--- src/rtl/dvp_pkg.sv ---
// dvp_pkg: types and width constants used by the DVP-to-AXI4-Stream framing path.
//   framer_state_t  : framer FSM state encoding
//   DVP_CNT_WIDTH   : width of geometry inputs and line/frame counters
//   AXIS_DATA_WIDTH : pixel stream tdata width
package dvp_pkg;

   localparam int DVP_CNT_WIDTH   = 16;
   localparam int AXIS_DATA_WIDTH = 64;

   typedef enum logic {
      IDLE   = 1'b0,
      ACTIVE = 1'b1
   } framer_state_t;

endpackage

--- src/rtl/axis_skid_buf.sv ---
// axis_skid_buf: 2-entry AXI4-Stream register slice.
// Ports:
//   clk, rstn          : clock, synchronous active-low reset
//   s_valid/s_ready/s_data : upstream side; s_ready comes straight from a flop
//   m_valid/m_ready/m_data : downstream side; fully registered
// A beat accepted on one edge is visible on m_* after that edge (1-cycle
// latency). The second entry absorbs the beat that arrives while the output
// entry is stalled, so s_ready never needs to look at m_ready.
module axis_skid_buf #(
   parameter int P_WIDTH = 66
) (
   input  logic               clk,
   input  logic               rstn,
   input  logic               s_valid,
   output logic               s_ready,
   input  logic [P_WIDTH-1:0] s_data,
   output logic               m_valid,
   input  logic               m_ready,
   output logic [P_WIDTH-1:0] m_data
);

   logic               main_valid_r;
   logic [P_WIDTH-1:0] main_data_r;
   logic               skid_valid_r;
   logic [P_WIDTH-1:0] skid_data_r;
   logic               ready_r;

   logic               s_fire_s;
   logic               m_fire_s;
   logic               main_valid_nx_s;
   logic [P_WIDTH-1:0] main_data_nx_s;
   logic               skid_valid_nx_s;
   logic [P_WIDTH-1:0] skid_data_nx_s;

   // Next-state of the two entries: output entry refills from skid first, then from input.
   always_comb begin
      s_fire_s        = s_valid & ready_r;
      m_fire_s        = main_valid_r & m_ready;
      main_valid_nx_s = main_valid_r;
      main_data_nx_s  = main_data_r;
      skid_valid_nx_s = skid_valid_r;
      skid_data_nx_s  = skid_data_r;
      if (!main_valid_r || m_fire_s) begin
         if (skid_valid_r) begin
            // ready_r was low, so no new beat can arrive this cycle
            main_valid_nx_s = 1'b1;
            main_data_nx_s  = skid_data_r;
            skid_valid_nx_s = 1'b0;
         end else if (s_fire_s) begin
            main_valid_nx_s = 1'b1;
            main_data_nx_s  = s_data;
         end else begin
            main_valid_nx_s = 1'b0;
         end
      end else begin
         if (s_fire_s) begin
            skid_valid_nx_s = 1'b1;
            skid_data_nx_s  = s_data;
         end else begin
            skid_valid_nx_s = skid_valid_r;
         end
      end
   end

   // Entry registers; ready is precomputed from the next skid state so it is a pure flop.
   always_ff @(posedge clk) begin
      if (!rstn) begin
         main_valid_r <= 1'b0;
         main_data_r  <= {P_WIDTH{1'b0}};
         skid_valid_r <= 1'b0;
         skid_data_r  <= {P_WIDTH{1'b0}};
         ready_r      <= 1'b0;
      end else begin
         main_valid_r <= main_valid_nx_s;
         main_data_r  <= main_data_nx_s;
         skid_valid_r <= skid_valid_nx_s;
         skid_data_r  <= skid_data_nx_s;
         ready_r      <= !skid_valid_nx_s;
      end
   end

   assign s_ready = ready_r;
   assign m_valid = main_valid_r;
   assign m_data  = main_data_r;

endmodule

--- src/rtl/axis_frame_framer.sv ---
// axis_frame_framer: frames a headerless pixel stream into AXI4-Stream video
// packets (tuser = start of frame, tlast = end of line) for a VDMA S2MM port.
// Ports:
//   i_axi_clk, i_axi_rstn          : clock, synchronous active-low reset
//   i_ena, i_sof                   : framing enable, synchronised vsync pulse
//   i_beats_per_line, i_lines_per_frame : frame geometry, latched at frame start
//   i_err_clr                      : clears sticky error flags
//   s_axis_*                       : input pixel stream (no tlast/tuser)
//   m_axis_*                       : framed output stream via 2-entry skid buffer
//   o_frame_cnt                    : completed frames, wraps
//   o_err_short / o_err_long       : sticky: sof mid-frame / beats outside a frame
module axis_frame_framer
   import dvp_pkg::*;
#(
   parameter int P_AXIS_DATA_WIDTH = AXIS_DATA_WIDTH,
   parameter int P_CNT_WIDTH       = DVP_CNT_WIDTH
) (
   input  logic                         i_axi_clk,
   input  logic                         i_axi_rstn,
   input  logic                         i_ena,
   input  logic                         i_sof,
   input  logic [P_CNT_WIDTH-1:0]       i_beats_per_line,
   input  logic [P_CNT_WIDTH-1:0]       i_lines_per_frame,
   input  logic                         i_err_clr,
   input  logic                         s_axis_tvalid,
   output logic                         s_axis_tready,
   input  logic [P_AXIS_DATA_WIDTH-1:0] s_axis_tdata,
   output logic                         m_axis_tvalid,
   input  logic                         m_axis_tready,
   output logic [P_AXIS_DATA_WIDTH-1:0] m_axis_tdata,
   output logic                         m_axis_tlast,
   output logic                         m_axis_tuser,
   output logic [P_CNT_WIDTH-1:0]       o_frame_cnt,
   output logic                         o_err_short,
   output logic                         o_err_long
);

   localparam logic [P_CNT_WIDTH-1:0] CNT_ZERO = {P_CNT_WIDTH{1'b0}};
   localparam logic [P_CNT_WIDTH-1:0] CNT_ONE  = {{(P_CNT_WIDTH-1){1'b0}}, 1'b1};

   framer_state_t              state_r, state_nx_s;
   logic [P_CNT_WIDTH-1:0]     col_r, col_nx_s;
   logic [P_CNT_WIDTH-1:0]     row_r, row_nx_s;
   logic [P_CNT_WIDTH-1:0]     bpl_r, bpl_nx_s;
   logic [P_CNT_WIDTH-1:0]     lpf_r, lpf_nx_s;
   logic [P_CNT_WIDTH-1:0]     frame_cnt_r;
   logic                       err_short_r;
   logic                       err_long_r;
   logic                       done_r, done_nx_s;   // a frame completed since enable
   logic                       idle_ready_r;        // low only while in reset

   // Position/geometry that applies to the beat accepted this cycle
   logic [P_CNT_WIDTH-1:0]     beat_col_s, beat_row_s, beat_bpl_s, beat_lpf_s;
   logic                       take_s;
   logic                       tuser_s, tlast_s, frame_end_s;
   logic                       set_short_s, set_long_s;
   logic                       s_fire_s, geom_ok_s, at_origin_s;
   logic                       buf_ready_s;
   logic [P_AXIS_DATA_WIDTH+1:0] buf_out_s;

   assign s_fire_s    = s_axis_tvalid & s_axis_tready;
   assign geom_ok_s   = (i_beats_per_line != CNT_ZERO) && (i_lines_per_frame != CNT_ZERO);
   assign at_origin_s = (col_r == CNT_ZERO) && (row_r == CNT_ZERO);

   // IDLE always accepts (drop path); ACTIVE is gated by the skid buffer's registered ready.
   assign s_axis_tready = (state_r == IDLE) ? idle_ready_r : buf_ready_s;

   // FSM next state, beat context selection, counter advance and error events.
   always_comb begin
      state_nx_s  = state_r;
      col_nx_s    = col_r;
      row_nx_s    = row_r;
      bpl_nx_s    = bpl_r;
      lpf_nx_s    = lpf_r;
      done_nx_s   = done_r;
      beat_col_s  = col_r;
      beat_row_s  = row_r;
      beat_bpl_s  = bpl_r;
      beat_lpf_s  = lpf_r;
      take_s      = 1'b0;
      tuser_s     = 1'b0;
      tlast_s     = 1'b0;
      frame_end_s = 1'b0;
      set_short_s = 1'b0;
      set_long_s  = 1'b0;

      case (state_r)
         IDLE: begin
            if (i_ena && i_sof && geom_ok_s) begin
               state_nx_s = ACTIVE;
               bpl_nx_s   = i_beats_per_line;
               lpf_nx_s   = i_lines_per_frame;
               col_nx_s   = CNT_ZERO;
               row_nx_s   = CNT_ZERO;
               beat_col_s = CNT_ZERO;
               beat_row_s = CNT_ZERO;
               beat_bpl_s = i_beats_per_line;
               beat_lpf_s = i_lines_per_frame;
               // IDLE ready ignores the buffer; if the previous frame's tail still
               // fills both entries, this beat cannot be stored and beat 0 is the next one.
               take_s     = s_fire_s & buf_ready_s;
            end else begin
               set_long_s = s_fire_s & i_ena & done_r;
            end
            if (!i_ena) begin
               done_nx_s = 1'b0;
            end else begin
               done_nx_s = done_r;
            end
         end
         ACTIVE: begin
            if (!i_ena) begin
               state_nx_s = IDLE;
               col_nx_s   = CNT_ZERO;
               row_nx_s   = CNT_ZERO;
               done_nx_s  = 1'b0;
            end else if (i_sof && !at_origin_s) begin
               set_short_s = 1'b1;
               col_nx_s    = CNT_ZERO;
               row_nx_s    = CNT_ZERO;
               if (geom_ok_s) begin
                  bpl_nx_s   = i_beats_per_line;
                  lpf_nx_s   = i_lines_per_frame;
                  beat_col_s = CNT_ZERO;
                  beat_row_s = CNT_ZERO;
                  beat_bpl_s = i_beats_per_line;
                  beat_lpf_s = i_lines_per_frame;
                  take_s     = s_fire_s;
               end else begin
                  // restart requested with unusable geometry: abandon framing
                  state_nx_s = IDLE;
               end
            end else begin
               take_s = s_fire_s;
            end
         end
         default: begin
            state_nx_s = IDLE;
            col_nx_s   = CNT_ZERO;
            row_nx_s   = CNT_ZERO;
         end
      endcase

      if (take_s) begin
         tuser_s = (beat_col_s == CNT_ZERO) && (beat_row_s == CNT_ZERO);
         tlast_s = (beat_col_s == (beat_bpl_s - CNT_ONE));
         if (tlast_s) begin
            col_nx_s = CNT_ZERO;
            if (beat_row_s == (beat_lpf_s - CNT_ONE)) begin
               frame_end_s = 1'b1;
               row_nx_s    = CNT_ZERO;
               state_nx_s  = IDLE;
               done_nx_s   = 1'b1;
            end else begin
               row_nx_s = beat_row_s + CNT_ONE;
            end
         end else begin
            col_nx_s = beat_col_s + CNT_ONE;
         end
      end else begin
         tuser_s = 1'b0;
         tlast_s = 1'b0;
      end
   end

   // State, counters, geometry and sticky flags; a set event beats a same-cycle clear.
   always_ff @(posedge i_axi_clk) begin
      if (!i_axi_rstn) begin
         state_r      <= IDLE;
         col_r        <= CNT_ZERO;
         row_r        <= CNT_ZERO;
         bpl_r        <= CNT_ZERO;
         lpf_r        <= CNT_ZERO;
         frame_cnt_r  <= CNT_ZERO;
         err_short_r  <= 1'b0;
         err_long_r   <= 1'b0;
         done_r       <= 1'b0;
         idle_ready_r <= 1'b0;
      end else begin
         state_r      <= state_nx_s;
         col_r        <= col_nx_s;
         row_r        <= row_nx_s;
         bpl_r        <= bpl_nx_s;
         lpf_r        <= lpf_nx_s;
         done_r       <= done_nx_s;
         idle_ready_r <= 1'b1;
         if (frame_end_s) begin
            frame_cnt_r <= frame_cnt_r + CNT_ONE;
         end
         if (set_short_s) begin
            err_short_r <= 1'b1;
         end else if (i_err_clr) begin
            err_short_r <= 1'b0;
         end
         if (set_long_s) begin
            err_long_r <= 1'b1;
         end else if (i_err_clr) begin
            err_long_r <= 1'b0;
         end
      end
   end

   axis_skid_buf #(
      .P_WIDTH (P_AXIS_DATA_WIDTH + 2)
   ) u_skid (
      .clk     (i_axi_clk),
      .rstn    (i_axi_rstn),
      .s_valid (take_s),
      .s_ready (buf_ready_s),
      .s_data  ({tuser_s, tlast_s, s_axis_tdata}),
      .m_valid (m_axis_tvalid),
      .m_ready (m_axis_tready),
      .m_data  (buf_out_s)
   );

   assign m_axis_tuser = buf_out_s[P_AXIS_DATA_WIDTH+1];
   assign m_axis_tlast = buf_out_s[P_AXIS_DATA_WIDTH];
   assign m_axis_tdata = buf_out_s[P_AXIS_DATA_WIDTH-1:0];
   assign o_frame_cnt  = frame_cnt_r;
   assign o_err_short  = err_short_r;
   assign o_err_long   = err_long_r;

endmodule
--- config.mk ---
export PLATFORM = sky130hd
export DESIGN_NAME = axis_frame_framer
export DESIGN_NICKNAME = d
export VERILOG_FILES = /design/src/rtl/dvp_pkg.sv /design/src/rtl/axis_skid_buf.sv /design/src/rtl/axis_frame_framer.sv
export SDC_FILE = /design/constraint.sdc
export NUM_CORES = 1
export LEC_CHECK = 0
export CAP_MARGIN = 20
export CORE_UTILIZATION = 56
export CTS_BUF_LIST = sky130_fd_sc_hd__clkbuf_2
export CTS_CLUSTER_DIAMETER = 30
export DETAILED_ROUTE_END_ITERATION = 10
export HOLD_SLACK_MARGIN = 0.03
export PLACE_DENSITY = 0.9
export SLEW_MARGIN = 10
export SYNTH_ARGS = -nofsm -noshare
export SYNTH_HDL_FRONTEND = slang
export SYNTH_HIERARCHICAL = 1
export SYNTH_SLANG_ARGS = --single-unit
export TNS_END_PERCENT = 50
--- constraint.sdc ---
create_clock -name i_axi_clk -period 7.4 [get_ports i_axi_clk]
set_clock_uncertainty 0.15 [all_clocks]
set_input_delay 1.11 -clock i_axi_clk [delete_from_list [all_inputs] [get_ports i_axi_clk]]
set_output_delay 1.11 -clock i_axi_clk [all_outputs]
set_load 0.01 [all_outputs]
* Word-level counts from Yosys, hierarchy flattened
Index checks and enable logic that the tools add are counted.
** Operators by class
- Add/subtract/negate cells :: 5
- Equality and inequality tests :: 3
- Multiplexer cells :: 69
- Bitwise gates (word level) :: 8
- Reduce and logical (&&, ||, !) cells :: 21
** Operators by type and width (count)
- $mux W16 :: 25
- $pmux W16 S2 :: 6
- $mux W66 :: 2
- $logic_not A16 Y1 :: 4
- $add A16 B1 Y16 const B :: 3
- $mux W1 :: 34
- $eq A16 B16 Y1 :: 2
- $reduce_bool A16 Y1 :: 2
- $sub A16 B1 Y16 const B :: 2
- $and A1 B1 Y1 :: 6
- $logic_and A1 B1 Y1 :: 6
- $reduce_bool A2 Y1 :: 3
- $ne A4 B2 Y1 const B :: 1
- $pmux W1 S2 :: 2
- $reduce_and A2 Y1 :: 2
- $logic_not A1 Y1 :: 3
- $not A1 Y1 :: 2
- $logic_or A1 B1 Y1 :: 1
** Storage, ports and cells
- Flip-flop bits (word level) :: 220
- Output and inout bits :: 86
- Word-level logic and storage cells :: 121

* Depth between registers and ports, before layout
Gate-level depths: netlist of the first run.
- Depth in word-level cells :: 12
- Gate-level depth with buffers :: 21
- Mapped depth without buffers :: 16

* Hierarchy
The synthesis of the first run kept the hierarchy.
** Modules (own cells, without submodules)
- axis_frame_framer :: instances 1, cells each 794, area each 5993.2 um^2, sequential area each 1701.6 um^2
- axis_skid_buf :: instances 1, cells each 599, area each 5710.5 um^2, sequential area each 2702.6 um^2

* Worst setup path before layout of the first run
No wires, ideal clock.
- Path type :: input to register
- From :: input port i_lines_per_frame[0]
- To :: register row_r[0]
- Setup time :: 0.117 ns
- Arrival time :: 6.375 ns
- Slack :: 0.758 ns
- Stages on the path :: 20
- Path buffers :: 5
- Cells stage by stage :: nor4_2 and4_1 clkbuf_1 a2bb2oi_1 nand3_1 clkbuf_1 buf_1 mux2i_1 ha_1 clkbuf_1 or4b_1 or2_1 nor4b_1 o22ai_1 or4b_1 o41ai_2 o21ai_2 o31ai_2 buf_2 nor2_1
** Between the ends
- Longest elaborated chain between the ends :: 11
- Elaborated cells on any way between the ends :: 37
** Ends and longest elaborated chain
- start, declared :: line axis_frame_framer.sv:23 : input logic [P_CNT_WIDTH-1:0] i_lines_per_frame,
- $reduce_bool A16 Y1 :: line axis_frame_framer.sv:62 : assign geom_ok_s = (i_beats_per_line != CNT_ZERO) && (i_lines_per_frame != CNT_ZERO);
- $logic_and A1 B1 Y1 :: line axis_frame_framer.sv:62
- $mux W16 (3 in a row)
- $pmux W16 S2
- $sub A16 B1 Y16 :: line axis_frame_framer.sv:149 : if (beat_row_s == (beat_lpf_s - CNT_ONE)) begin
- $eq A16 B16 Y1 :: line axis_frame_framer.sv:149
- $mux W16 :: line axis_frame_framer.sv:149
- $mux W16 :: line axis_frame_framer.sv:147 : if (tlast_s) begin
- $mux W16 * :: line axis_frame_framer.sv:144 : if (take_s) begin
- end signal, assigned :: line axis_frame_framer.sv:182 : row_r <= row_nx_s;
- end, declared :: line axis_frame_framer.sv:43 : logic [P_CNT_WIDTH-1:0] row_r, row_nx_s;
Mark *: on every way between the ends. The rest lies on a longest branch, timed or not.
A chain may end at the register's enable or synchronous reset.

* Final worst setup path of the first run
- From :: input port i_lines_per_frame[4]
- To :: register frame_cnt_r[1] (netlist: o_frame_cnt[1])
** Between the ends
- Longest elaborated chain between the ends :: 11
- Elaborated cells on any way between the ends :: 35
** Ends and longest elaborated chain
- $reduce_bool A16 Y1 :: line axis_frame_framer.sv:62
- $logic_and A1 B1 Y1 :: line axis_frame_framer.sv:62
- $mux W16 (3 in a row)
- $pmux W16 S2
- $sub A16 B1 Y16 :: line axis_frame_framer.sv:149
- $eq A16 B16 Y1 :: line axis_frame_framer.sv:149
- $mux W1 :: line axis_frame_framer.sv:149
- $mux W1 :: line axis_frame_framer.sv:147
- $mux W1 * :: line axis_frame_framer.sv:144
- end signal, assigned :: line axis_frame_framer.sv:188 : frame_cnt_r <= frame_cnt_r + CNT_ONE;
- end, declared :: line axis_frame_framer.sv:46 : logic [P_CNT_WIDTH-1:0] frame_cnt_r;
Marked as above.

==> metrics.yaml, run 1 <==
synth_top_area_share_pct: 37.63
setup_tns_ps: 0
grt.total_usage_pct: 29.78
clock-sinks: 220
yosys.area.top_type: "dfxtp_1"
clkSlewWorstSetupHoldPaths_ps: 100
worst-setup-path-type: "primary input to flop"
ys_dominant_reg_cell: "dfxtp_1"
wire_per_inst_um: 17.44
tritoncts_clock_tree: "yes"
worst_flop_to_flop_path_startpoint: "row_r[5]"
reg2regPathDepth: 15
timing_hold_violations_final: 0
synth.area.top_cells: "dfxtp_1 38%, nand2_1 8.2%, mux2i_1 7.5%"
max-slew-margin-rel_pct: 27.75
final_max_slew_viol_count: 0
io_buffer_count: 188
final_util_pct: 69.27
hold_end: "u_skid/skid_data_r[48]"
synth.yosys.seq_area_share_pct: 37.63
die-width_um: 146.6
number_of_distinct_library_cell_variants_in_the_gate_level_netlist_after_synthesis: 80
grt_start_max_net_pins: 85
end_kind: "flop"
post_cts_hold_buffer_count: 0
regToRegEndpoint: "o_frame_cnt[1]"
pwr-share-clk_pct: 35.2
tritoncts.num_buffers: 59
p_leak_nw: 5.645
hold_class: "flop to flop"
post_drt_via_cell_ratio: 6.065
min_path_cells: 2
total_core_area_sq_mm: 0.02036
clock_tree.buffer_depth: 3
final-seq-area_sq_mm: 0.004408
timing.critical_path.fanout_max: 20
fmaxAchievable_ghz: 0.1520
power.combinational.fraction_pct: 13.7
final_period_util_pct: 88.88
max_cap_viol_count: 0
worst_pin_slew_ps: 1080
detailed_place_hpwl_um: 21470
rsz_0062_raised_after_global_routing: "no"
cts_root_buffer: "clkbuf_2"
routed-via-count: 11330
seq_cells_post_synth: 220
place.gp.congestion: 0.9983
power_switching_share_pct: 29.96
std_cell_rows: 52
cellPowerDensity_mw_per_mm2: 168.5
h-tree-depth: 2
arrival_ps: 7200
grt_antenna_before_repair: 1
first_global_vias: 11040
design.final.nets: 1665
timing.critical_path.from_type: "primary input"
area_of_the_die_sq_mm: 0.02148
grt_pass1_wl_um: 53190
vdd_ir_drop_max_v: 0.0001240
synth_area_sq_mm: 0.01170
grt-ovfl-total: 0
remaining_drc_errors: 0
multiInputGateArea_sq_mm: 0.006780
internal_power_w: 0.001665
power.share.sequential_pct: 51.2
worst_setup_slack_for_register_to_register_paths_ps: 1260
io_pins: 189
postSynthCellCount: 1393
insertion_delay_ps: 890
cp.required_ps: 8020
nFillCells: 1628
hold_path_startpoint: "u_skid/skid_data_r[48]"
detailedRoute.firstIterationViolations: 935
ctsResizeCount: 0
chipHeight_um: 146.6
synth_warnings: 6
initial_core_util_pct: 57.47
routed_wirelength_um: 32590
mappedNetlistNets: 1503
run_status: "finished, final reports clean"
synth-async-reset-ratio_pct: 0
syn-mean-instance-area_sq_um: 8.402
postCtsSetupBuffers: 0
drive_gt1_share_pct: 8.892
total_switching_power_w: 0.0007121
layout-area-overhead-vs-synth_pct: 20.54
antenna_violating_nets_post_route: 0
finalCriticalPeriod_ps: 6577
total_setup_violations_reported_at_the_end_of_the_flow: 0
drt_pre_antenna_iters: 5
synth-edff-count: 0
[sequential cells by signal, summed over array words and instances, names as in the netlist, 16 cells and up]
signal and count:
lpf_r 16, u_skid/skid_data_r 66, u_skid/m_data 66, o_frame_cnt 16
col_r 16, bpl_r 16, row_r 16
[worst max-delay path by stage]
stage | start | endpoint | slack (ps) | cells after the start
floorplan | i_lines_per_frame[0] | row_r[0] | 760 | 20
global placement | i_lines_per_frame[4] | o_frame_cnt[1] | 340 | 17
detailed placement | i_lines_per_frame[3] | o_frame_cnt[1] | 80 | 17
CTS | i_lines_per_frame[3] | o_frame_cnt[1] | 990 | 17
global route | i_lines_per_frame[3] | o_frame_cnt[1] | 400 | 17
finish | i_lines_per_frame[4] | o_frame_cnt[1] | 820 | 17
[final cells by class]
type	instances	area share (%)
Antenna cell	1	0.01774
Clock buffer	86	3.051
Clock inverter	17	0.5942
Inverter	16	0.4257
Multi-Input combinational cell	1054	48.06
Sequential cell	220	31.25
Tap cell	270	2.395
Timing Repair Buffer	204	14.21
[power by group through the flow]
stage	clock (W)	combinational (W)	sequential, W
5_1_grt	0.000909	0.000352	0.00122
6_report	0.000836	0.000325	0.00122
4_1_cts	0.000854	0.000321	0.00122
3_5_place_dp	0	0.000318	0.00124
3_3_place_gp	0	0.000312	0.00124
2_1_floorplan	0	0.000191	0.00124
[cell usage in the layout (no fill, tap or decap), types with 8 or more instances in the layout]
cell type,instances
nand2b_1,16
and3_1,14
or3_1,8
o21ai_0,26
o211a_1,67
inv_1,15
a31oi_1,8
nor2_1,52
buf_4,16
dfxtp_1,219
nand4_1,17
nor3_1,23
mux2i_1,88
nand3b_1,13
nor4_1,44
nor4_2,9
or4_1,9
clkinv_1,11
clkbuf_2,86
a21oi_1,69
and2_1,12
clkdlybuf4s50_1,187
xor2_1,18
a21boi_1,67
xnor2_1,29
nand2_1,256
nand3_1,87
[cells in the mapped netlist (all sizes together), types with 14 or more instances]
cell and count:
a21boi 70, o211a 67, nand3 87, nand2b 17, nor3 26, dfxtp 220
buf 39, nor4 53, mux2i 88, and3 14, nor2 52, inv 16
a21oi 69, clkbuf 64, nand2 256, xnor2 29, xor2 18, o21ai 29
nand4 17
[per-stage QoR]
stage	cell area [sq um]	instances	setup WS, ps	hold WS (ps)	total power (W)
3_3_place_gp	13580	1763	341.8	289.8	0.001555
3_5_place_dp	13580	1763	83.48	296.2	0.001562
2_1_floorplan	11700	1393	757.7	284.7	0.001433
4_1_cts	14090	1866	985.9	308.7	0.002390
5_1_grt	14110	1868	397.1	330.3	0.002480
6_report	14110	1868	822.9	307.2	0.002377
[cell families (layout without fill, tap and decap cells)]
| logic type | count (synthesis) | in the layout | share of synthesized area, % |
|---|---|---|---|
| simple gates | 607 | 607 | 26.23 |
| compound gates | 305 | 305 | 19.77 |
| flops | 220 | 220 | 37.63 |
| buf+inv | 119 | 323 | 4.575 |
| mux | 88 | 88 | 7.526 |
| xor+xnor | 47 | 47 | 3.517 |
| fa+ha+maj | 7 | 7 | 0.7483 |
| other cells | 0 | 1 | 0 |
[worst max-delay path: stages]
cell	delay [ps]
clkdlybuf4s50_1	570
nor4_2	80
buf_4	160
and4_1	230
a2bb2oi_1	570
nand3_1	390
mux2i_1	290
ha_1	360
or4b_1	550
or2_1	320
nor4b_1	320
o22ai_1	120
or4b_1	510
o41ai_2	440
o21ai_2	420
or4b_1	590
a21oi_1	150
[layer usage]
metal,wire length (um),up-vias,track usage [%]
met2,15060,492,49.00
met5,0,-,0
met1,13730,5316,37.19
met4,1355,0,15.16
li1,-,5413,-
met3,2440,108,5.563
No activity file was read; power rests on OpenSTA's default activity.
==> run 2, diff against run 1 <==
--- a/config.mk
+++ b/config.mk
@@ -5,13 +5,13 @@
 export SDC_FILE = /design/constraint.sdc
 export NUM_CORES = 1
 export LEC_CHECK = 0
-export CAP_MARGIN = 20
 export CORE_UTILIZATION = 56
 export CTS_BUF_LIST = sky130_fd_sc_hd__clkbuf_2
 export CTS_CLUSTER_DIAMETER = 30
 export DETAILED_ROUTE_END_ITERATION = 10
 export HOLD_SLACK_MARGIN = 0.03
 export PLACE_DENSITY = 0.9
+export SKIP_LAST_GASP = 1
 export SLEW_MARGIN = 10
 export SYNTH_ARGS = -nofsm -noshare
 export SYNTH_HDL_FRONTEND = slang
==> run 2 against run 1 <==
Effect of this change: die area did not move; combinational power barely moved; wire length about the same; design area about the same; via count increased by 0.30%; core utilization down 0.061 points; hold slack hardly changed; clock-buffer cell count is the same; largest cell class unchanged; global-route usage stayed put; cell count about the same; largest power group unchanged; first-iteration DRC count fell by 6.7%; non-clock buffer count is 1 lower.
==> metrics.yaml, run 2 (synthesis results as in run 1) <==
place.gp.congestion: 0.9983  # unchanged
final_max_slew_viol_count: 0  # unchanged
io_buffer_count: 188  # unchanged
hold_class: "flop to flop"
end_kind: "flop"
layout-area-overhead-vs-synth_pct: 20.43  # about the same
postCtsSetupBuffers: 0  # unchanged
grt_start_max_net_pins: 85  # unchanged
post_place_cell_area_sq_mm: 0.01358  # unchanged
clock_tree.buffer_depth: 3  # unchanged
worst_flop_to_flop_path_startpoint: "row_r[5]"
design.final.nets: 1664  # -0.060%
final_period_util_pct: 88.71  # -0.17 points
grt-ovfl-total: 0  # unchanged
drt_pre_antenna_iters: 6  # +1
total_setup_violations_reported_at_the_end_of_the_flow: 0  # unchanged
ctsResizeCount: 0  # unchanged
most-common-layout-cells: "256 x nand2_1, 219 x dfxtp_1, 187 x clkdlybuf4s50_1"
worst_pin_slew_ps: 1202  # +121.9 ps
clock-sinks: 220  # unchanged
area_of_the_die_sq_mm: 0.02148  # unchanged
layout_commonest_cell: "nand2_1"
fmaxAchievable_ghz: 0.1523  # +0.19%
final_util_pct: 69.21  # about the same
chipHeight_um: 146.6  # unchanged
worst_slack_ps: 835.2  # +12.27 ps
grt_antenna_before_repair: 1  # unchanged
die-width_um: 146.6  # unchanged
routed_wirelength_um: 32560  # about the same
run_status: "finished, final reports clean"
total_core_area_sq_mm: 0.02036  # unchanged
io_pins: 189  # unchanged
wire_per_inst_um: 17.44  # about the same
layout.cell_area.non_filler_sq_mm: 0.01409  # about the same
detailedRoute.firstIterationViolations: 872  # -6.7%
timing.critical_path.cells: "clkdlybuf4s50_1 -> nor4_2 -> buf_4 -> and4_1 -> a2bb2oi_1 -> nand3_1 -> mux2i_1 -> ha_1 -> or4b_1 -> or2_1 -> nor4b_1 -> o22ai_1 -> or4b_1 -> o41ai_2 -> o21ai_2 -> or4b_1 -> a21oi_1"
routed-via-count: 11360  # +0.30%
tritoncts_clock_tree: "yes"
vdd_ir_drop_max_v: 0.0001236  # -0.31%
cpMostUsedCell: "or4b_1"
timing.critical_path.slowest_cell_delay_ps: 590  # about the same
critical-path-slowest-cell: "or4b_1"
post-place-ws_ps: 83.48  # unchanged
multiInputGateArea_sq_mm: 0.006780  # unchanged
final-seq-area_sq_mm: 0.004408  # unchanged
cellPowerDensity_mw_per_mm2: 168.4  # about the same
post_cts_hold_buffer_count: 0  # unchanged
p_total_w: 0.002374  # -0.13%
tritoncts.num_buffers: 59  # unchanged
cts_root_buffer: "clkbuf_2"
clkSlewWorstSetupHoldPaths_ps: 100  # about the same
setup_tns_ps: 0  # unchanged
h-tree-depth: 2  # unchanged
finalCriticalPeriod_ps: 6565  # -12.27 ps
timing_hold_violations_final: 0  # unchanged
grt.total_usage_pct: 29.78  # unchanged
timing.critical_path.fanout_max: 20  # unchanged
antenna_violating_nets_post_route: 0  # unchanged
max_cap_viol_count: 0  # unchanged
initial_core_util_pct: 57.47  # unchanged
p_leak_nw: 5.622  # -0.39%
hold_path_startpoint: "u_skid/skid_data_r[48]"
timing.critical_path.from_type: "primary input"
std_cell_rows: 52  # unchanged
worst-setup-path-type: "primary input to flop"
rsz_0062_raised_after_global_routing: "no"
cp.required_ps: 8010  # about the same
remaining_drc_errors: 0  # unchanged
max-slew-margin-rel_pct: 17.82  # -9.9 points
worstSetupStartpoint: "i_lines_per_frame[4]"
post_drt_via_cell_ratio: 6.086  # +0.35%
arrival_ps: 7180  # -20 ps
grt_pass1_wl_um: 53190  # unchanged
detailed_place_hpwl_um: 21470  # unchanged
first_global_vias: 11040  # unchanged
nFillCells: 1630  # +0.12%
insertion_delay_ps: 880  # about the same
drive_gt1_share_pct: 8.897  # about the same
run 2: cell types whose count changed in the layout (fill, tap and decap cells not counted):
cell,before,now
dlymetal6s2s_1,1,0
run 2: final cells by class:
type / instances / area share (%)
multi-input combinational: 1054 / 48.10
sequential: 220 / 31.27
timing repair buffer: 203 / 14.13
clock buffer: 86 / 3.054
tap: 270 / 2.397
clock inverter: 17 / 0.5948
inverter: 16 / 0.4261
antenna: 1 / 0.01775
run 2: power breakdown:
part,internal [W],switching [W]
Sequential,0.00120,0.0000171
Clock,0.000318,0.000515
Combinational,0.000148,0.000177
run 2: worst paths after layout:
check                           end  cells past startpoint  slack (ps)
max                  o_frame_cnt[1]                     17         840
min          u_skid/skid_data_r[48]                      2         310
max reg2reg          o_frame_cnt[1]                     15        1260
min reg2reg  u_skid/skid_data_r[48]                      2         310
run 2: stage by stage:
stage	cells	hold slack, ps
floorplan	1393	284.7
global placement	1763	289.8
detailed placement	1763	296.2
CTS	1866	308.7
global route	1867	330.3
finish	1867	307.5
run 2: critical path, delay by kind of cell:
kind / cells / cell delay (ps)
compound gates: 5 / 1680
fa+ha+maj: 1 / 360
buf+inv: 2 / 730
mux: 1 / 290
simple gates: 8 / 3000
run 2: layer usage:
metal	part of all wire (%)	GRT usage [%]
met1	42	37.19
met2	47	49.00
met3	7.6	5.563
met4	4.0	15.16
met5	0	0
==> run 3, diff against run 2 <==
--- a/config.mk
+++ b/config.mk
@@ -10,7 +10,8 @@
 export CTS_CLUSTER_DIAMETER = 30
 export DETAILED_ROUTE_END_ITERATION = 10
 export HOLD_SLACK_MARGIN = 0.03
-export PLACE_DENSITY = 0.9
+export PLACE_DENSITY = 0.83
+export SKIP_CTS_REPAIR_TIMING = 1
 export SKIP_LAST_GASP = 1
 export SLEW_MARGIN = 10
 export SYNTH_ARGS = -nofsm -noshare
==> run 3 against run 2 <==
Effect of this change: maximum frequency up 3.5%; total power up 0.73%; design area unchanged; hold slack worse by 1.1 ps; clock-buffer cell count up 2; combinational power about the same; critical path type unchanged.
==> metrics.yaml, run 3 (synthesis results as in run 1) <==
most-common-layout-cells: "256 x nand2_1, 219 x dfxtp_1, 187 x clkdlybuf4s50_1"
final_max_slew_viol_count: 0  # unchanged
setup_tns_ps: 0  # unchanged
routed_wirelength_um: 31410  # -3.5%
place.detailed.instances: 1761  # -0.11%
power.combinational.fraction_pct: 13.5  # -0.2 points
fmaxAchievable_ghz: 0.1576  # +3.5%
total_switching_power_w: 0.0006907  # -2.6%
pwr-share-clk_pct: 35.7  # +0.6 points
grt.total_usage_pct: 28.83  # -0.94 points
total_setup_violations_reported_at_the_end_of_the_flow: 0  # unchanged
design.final.nets: 1662  # -0.12%
h-tree-depth: 2  # unchanged
insertion_delay_ps: 880  # about the same
detailedRoute.firstIterationViolations: 696  # -20%
final_period_util_pct: 85.74  # -3.0 points
timing.critical_path.from_type: "primary input"
timing.critical_path.fanout_max: 20  # unchanged
cellPowerDensity_mw_per_mm2: 169.6  # +0.73%
remaining_drc_errors: 0  # unchanged
std_cell_rows: 52  # unchanged
place.gp.congestion: 0.9372  # -6.1%
layout-area-overhead-vs-synth_pct: 20.43  # unchanged
p_leak_nw: 5.628  # +0.11%
grt_start_max_net_pins: 110  # +29%
internal_power_w: 0.001700  # +2.1%
cts_root_buffer: "clkbuf_2"
tritoncts_clock_tree: "yes"
tritoncts.num_buffers: 59  # unchanged
end_kind: "flop"
finalCriticalPeriod_ps: 6345  # -220.0 ps
antenna_violating_nets_post_route: 0  # unchanged
post_place_cell_area_sq_mm: 0.01357  # about the same
area_of_the_die_sq_mm: 0.02148  # unchanged
io_pins: 189  # unchanged
routed-via-count: 11170  # -1.7%
total_core_area_sq_mm: 0.02036  # unchanged
initial_core_util_pct: 57.47  # unchanged
timing_hold_violations_final: 0  # unchanged
layout_commonest_cell: "nand2_1"
cp.required_ps: 8020  # about the same
arrival_ps: 6960  # -220 ps
wire_per_inst_um: 16.88  # -3.2%
max-slew-margin-rel_pct: 28.89  # +11 points
chipHeight_um: 146.6  # unchanged
io_buffer_count: 188  # unchanged
layout.cell_area.non_filler_sq_mm: 0.01409  # unchanged
first_global_vias: 10690  # -3.2%
max_cap_viol_count: 0  # unchanged
power_switching_share_pct: 28.89  # -0.98 points
worst-setup-path-type: "primary input to flop"
clkSlewWorstSetupHoldPaths_ps: 90  # about the same
clock-sinks: 220  # unchanged
die-width_um: 146.6  # unchanged
grt_pass1_wl_um: 51540  # -3.1%
clock_tree.buffer_depth: 3  # unchanged
finalNonFillerCells: 1861  # -0.32%
drt_pre_antenna_iters: 6  # unchanged
drive_gt1_share_pct: 9.119  # +0.22 points
vdd_ir_drop_max_v: 0.0001273  # +3.0%
run_status: "finished, final reports clean"
grt_antenna_before_repair: 1  # unchanged
hold_class: "flop to flop"
rsz_0062_raised_after_global_routing: "no"
detailed_place_hpwl_um: 20480  # -4.6%
grt-ovfl-total: 0  # unchanged
post_drt_via_cell_ratio: 6.002  # -1.4%
power.share.sequential_pct: 50.8  # -0.4 points
p_total_w: 0.002391  # +0.73%
worst_pin_slew_ps: 1067  # -135.0 ps
run 3: cell count changes in the layout (fill, tap and decap cells not counted), sizes merged:
cell / before / now
clkinvlp: 1 / 0
clkinv: 14 / 9
inv: 18 / 17
clkbuf: 86 / 88
buf: 16 / 14
bufinv: 0 / 1
run 3: per-stage QoR:
step           hold slack (ps)  setup slack, ps  util, %
2_1_floorplan            284.7            757.7        -
3_3_place_gp             289.9            546.1    66.63
3_5_place_dp             295.8            340.3    66.63
4_1_cts                  308.3             1258    69.20
5_1_grt                  323.4            800.4    69.21
6_report                 306.4             1055    69.21
run 3: critical path: stages:
cell and delay [ps]:
clkdlybuf4s50_1 480, nor4_2 550, and4_1 380, a2bb2oi_1 120
nand3_2 240, mux2i_1 300, ha_1 370, or4b_1 560
or2_1 310, nor4b_1 360, o22ai_1 120, or4b_1 510
o41ai_2 420, o21ai_2 410, or4b_1 570, a21oi_1 140
run 3: cell type report:
cell class              instances  area, sq um
clock buffers                  88        440.4
inverters                      16        60.06
diodes                          1        2.502
fillers                      1689         6270
flip-flops and latches        220         4408
well taps                     270        337.8
clock inverters                11        83.83
repair buffers                201         1977
multi-input cells            1054         6785
run 3: power by group through the flow:
| stage | clock (W) | combinational, W | sequential, W |
|---|---|---|---|
| 6_report | 0.000853 | 0.000323 | 0.00122 |
| 3_5_place_dp | 0 | 0.000318 | 0.00124 |
| 2_1_floorplan | 0 | 0.000191 | 0.00124 |
| 3_3_place_gp | 0 | 0.000313 | 0.00124 |
| 4_1_cts | 0.000878 | 0.000320 | 0.00122 |
| 5_1_grt | 0.000941 | 0.000351 | 0.00122 |
run 3: per-layer routing:
metal,global-route usage [%],wire length (um)
met1,36.23,13330
met2,46.14,14500
met3,6.531,2400
met4,15.10,1182
met5,0,0
run 3: final timing paths:
path	from	endpoint	slack, ps	cells after the start
setup / recovery	i_lines_per_frame[4]	o_frame_cnt[1]	1060	16
hold / removal	u_skid/skid_data_r[41]	u_skid/skid_data_r[41]	310	2
setup reg to reg	row_r[6]	o_frame_cnt[1]	1130	15
hold reg to reg	u_skid/skid_data_r[41]	u_skid/skid_data_r[41]	310	2
